$ cat src/rtl/mul_seq64.sv
// mul_seq64: multi-cycle unsigned 64x64->128 shift-add multiplier controller
//   clk     rising-edge clock
//   rst     asynchronous active-high reset
//   start   request, accepted in IDLE or DONE
//   flush   synchronous abort to IDLE (wins over start)
//   a, b    multiplicand / multiplier, captured on accept
//   busy    high while iterating
//   done    one-cycle pulse when prod_hi/prod_lo are fresh
//   prod_lo product bits [63:0], prod_hi product bits [127:64]
module adder64 (
   input  logic [63:0] a,
   input  logic [63:0] b,
   input  logic        cin,
   output logic [63:0] sum,
   output logic        cout
);
   assign {cout, sum} = {1'b0, a} + {1'b0, b} + {64'b0, cin};
endmodule

module mul_seq64 #(
   parameter int ITER = 64
) (
   input  logic        clk,
   input  logic        rst,
   input  logic        start,
   input  logic        flush,
   input  logic [63:0] a,
   input  logic [63:0] b,
   output logic        busy,
   output logic        done,
   output logic [63:0] prod_lo,
   output logic [63:0] prod_hi
);
   typedef enum logic [1:0] {IDLE, RUN, FIN} state_t;
   state_t state, state_n;
   logic [63:0] mcand, hi, lo, sum, hi_n, lo_n;
   logic [6:0] cnt;
   logic cout, accept, last;

   adder64 u_add (
      .a(hi),
      .b(lo[0] ? mcand : 64'd0),
      .cin(1'b0),
      .sum(sum),
      .cout(cout)
   );

   // carry enters the accumulator top so the 128-bit result stays exact
   assign hi_n = {cout, sum[63:1]};
   assign lo_n = {sum[0], lo[63:1]};
   assign accept = start && state != RUN;
   assign last = state == RUN && cnt == 7'(ITER - 1);
   assign busy = state == RUN;
   assign done = state == FIN;

   always_ff @(posedge clk or posedge rst)
      if (rst) state <= IDLE;
      else state <= state_n;

   always_comb begin
      state_n = state;
      if (flush) state_n = IDLE;
      else if (accept) state_n = RUN;
      else if (state == FIN) state_n = IDLE;
      else if (last) state_n = FIN;
   end

   always_ff @(posedge clk or posedge rst)
      if (rst) begin
         mcand <= '0;
         hi <= '0;
         lo <= '0;
         cnt <= '0;
         prod_lo <= '0;
         prod_hi <= '0;
      end else if (flush) begin
         cnt <= '0;
      end else if (accept) begin
         mcand <= a;
         hi <= '0;
         lo <= b;
         cnt <= '0;
      end else if (state == RUN) begin
         hi <= hi_n;
         lo <= lo_n;
         cnt <= cnt + 7'd1;
         if (last) begin
            prod_hi <= hi_n;
            prod_lo <= lo_n;
         end
      end
endmodule

$ cat config.mk
export PLATFORM = sky130hd
export DESIGN_NAME = mul_seq64
export DESIGN_NICKNAME = d
export VERILOG_FILES = /design/src/rtl/mul_seq64.sv
export SDC_FILE = /design/constraint.sdc
export NUM_CORES = 1
export LEC_CHECK = 0
export CORE_MARGIN = 1
export CORE_UTILIZATION = 30
export CTS_CLUSTER_DIAMETER = 150
export DETAILED_ROUTE_END_ITERATION = 8
export GPL_ROUTABILITY_DRIVEN = 0
export PLACE_DENSITY = 0.6
export SYNTH_ARGS = -nofsm -noshare
export SYNTH_HDL_FRONTEND = slang
export SYNTH_HIERARCHICAL = 1
export SYNTH_SLANG_ARGS = --single-unit
$ cat constraint.sdc
create_clock -name clk -period 26.8 [get_ports clk]
set_input_delay 5.36 -clock clk [delete_from_list [all_inputs] [get_ports clk]]
set_output_delay 5.36 -clock clk [all_outputs]
set_load 0.01 [all_outputs]
==> results.md <==
* Status: finished, final reports clean
* Fraction of registers with async set/reset at 100%
* Clock Tree Buf Depth at 3
* Final setup violation count at 0
* Diode count at 0
* Static Leak at 0.0102 uW
* Final setup TNS at 0 ps
* Worst Setup Path Type: input pin to flop
* Req. time, crit path at 27220 ps
* H-tree lvl count at 2
* Vias in the first global route at 12600
* Post-Syn Nets at 1708
* Worst VDD drop at 0.0436 mV
* CTS buffer count at 41
* Hold buffers post-CTS at 0
* GRT Util Overall at 15.1%
* # IOs at 262
* Hold path depth at 1
* Vias at 12500
* Final nets at 1936
* Final worst-path cycle share at 29.4%
* Via density at 4.92
* R2R setup slack at 21960 ps
* RSZ-0062 raised after global routing: false
* DRC viols at 0
* GR Overflow Total at 0
* Min-delay worst type: flop to flop
* CORE AREA at 57700 um^2
* Tot Pwr at 1540 uW
* Setup crit start kind: input pin
* Setup Skew at 20.3 ps
* Layout cell share with drive strength beyond 1 at 15.0%
* Layout area overhead at 25.8%
* Filler cells at 5662
* Synthesis-stage register bit count at 329
* Reg-to-reg startpoint: lo[0]
* CP Capture Type: flop
* Slew Viols, Final at 0
* Worst slew margin at 21.7%
* Power Density at 70.1 nW/um^2
* Initial antenna violation count at 1
* Hold_sp: prod_hi[14]
* Initial core utilization at 30.3%
* Cells after Synth at 1510
* TritonCTS clock tree: built
* FMAX at 127 MHz
* Setup Buffers After CTS at 0
* Maximum fanout along the worst path at 37
* Aggregate routed wire length at 45.4 mm
* Mapped Area at 17500 um^2
* Die width at 244 um
* Sequential fraction of the synthesis area at 47.1%
* Mean Syn Cell Area at 11.6 um^2
* CTS clk-pin slew, worst paths at 50 ps
* Final Util at 38.1%
* Slew of the pin with the lowest slew margin at 1170 ps
* Post_cts resized at 0
* Critical R2R Capture: prod_hi[62]
* Initial DRC count at 760
* Full die area at 59300 um^2
* Skew-Pair Late Insertion Delay at 550 ps
* Rows at 88
* Yosys cell types at 63
* Largest net degree at the start of global routing at 143
* Final Hold Violating Endpoints at 0
* DR pass1 iterations at 6
* DP HPWL at 31.2 mm
* Hold Path Sink: prod_hi[14]
* First-pass GRT wire length at 71.9 mm
* Sink Count at 329
* Ys flop type: dfrtp_1
* Register-to-Register Path Depth at 13
* Max-cap violations at 0
* Synth Warn # at 6
* Min Tclk post-route at 7880 ps
* Antenna-violating nets left at 0
* WL per Instance at 17.9 um
* I/O Buffers at 261
* Post-synth EDFFs at 0
* CP Data Arrival Time at 8300 ps
* Clk root buf: clkbuf_16
* Die H at 244 um
[logic make-up (layout without fill, tap and decap cells)]
family	after synthesis	count (layout)	share of synthesized area, %
AO/OA/AOI/OAI	376	376	14.2
flip-flops	329	329	47.1
AND/OR/NAND/NOR	320	320	9.18
multiplexers	256	256	18.2
buffers and inverters	102	360	3.58
adder cells (fa/ha/maj)	66	66	4.81
XOR/XNOR	60	60	3.00
other	1	1	0.0214
[metrics by stage]
stage	worst slack, ps	instances	cell area [um^2]	hold slack (ps)
after floorplan	12330	1510	17500	443
after global placement	18350	2460	20600	460
after detailed placement	18280	2460	20600	474
after CTS	18880	2533	22000	486
after global routing	18770	2533	22000	501
final	18920	2533	22000	481
[synthesized netlist by cell type, types with 18 or more instances]
| cell type | instances | area share (%) |
|---|---|---|
| a21o_1 | 43 | 1.8 |
| nand3_1 | 22 | 0.63 |
| ha_1 | 64 | 4.6 |
| clkbuf_1 | 45 | 0.97 |
| buf_2 | 22 | 0.63 |
| mux2i_1 | 64 | 3.7 |
| mux2_1 | 20 | 1.3 |
| xnor2_1 | 37 | 1.9 |
| mux2_2 | 72 | 4.6 |
| a22o_1 | 65 | 3.3 |
| nand2_1 | 126 | 2.7 |
| nor2_1 | 35 | 0.75 |
| and2_1 | 68 | 2.4 |
| nand4_1 | 18 | 0.64 |
| o21ai_0 | 109 | 3.1 |
| xor2_1 | 23 | 1.2 |
| a21oi_1 | 87 | 2.5 |
| mux2_4 | 100 | 8.6 |
| dfrtp_1 | 329 | 47 |
[critical path: stages]
cell,delay [ps]
clkdlybuf4s50_1,570
or3b_1,570
nor3_4,220
buf_4,520
buf_4,670
mux2_4,350
[sequential cells by signal, summed over array words and instances (netlist names)]
name	count
prod_lo	64
lo	64
cnt	7
hi	64
mcand	64
state	2
prod_hi	64
[worst max-delay path by stage]
stage | cells past startpoint | slack (ps) | from | to
6_report | 6 | 18920 | flush | prod_hi[40]
5_1_grt | 6 | 18770 | flush | prod_hi[0]
4_1_cts | 6 | 18880 | flush | prod_hi[0]
3_5_place_dp | 6 | 18280 | flush | prod_hi[0]
3_3_place_gp | 6 | 18350 | flush | prod_hi[2]
2_1_floorplan | 1 | 12330 | rst | cnt[0]
[placed cells by master (no fill, tap or decap), drive strengths merged, types with 43 or more instances in the layout]
cell type	instances
a21o	43
a21oi	87
a22o	65
and2	68
clkbuf	54
clkdlybuf4s50	261
dfrtp	329
ha	64
mux2	192
mux2i	64
nand2	126
o21ai	110
[area by class of cell]
type	instances	area [um^2]	share of cell area, %
Clock inverter	19	216	0.984
Sequential cell	329	8230	37.4
Timing Repair Buffer	272	2710	12.3
Clock buffer	54	1160	5.26
Multi-Input combinational cell	1079	8670	39.4
Inverter	15	63.8	0.290
Tap cell	765	957	4.35
[where the power goes]
part / switching (uW) / leakage [uW] / internal, uW / total, uW
combinational: 209 / 0.00516 / 158 / 368
clock: 222 / 0.000668 / 343 / 565
sequential: 44.1 / 0.00435 / 566 / 610
[layer usage]
layer	wire length, um	vias to the layer above	global-route usage (%)
li1	-	5922	-
met1	21500	6088	21.1
met2	20600	366	23.9
met3	2290	88	2.64
met4	1030	2	4.23
met5	13	-	0
Note: power is estimated with default switching activity, not from simulation.
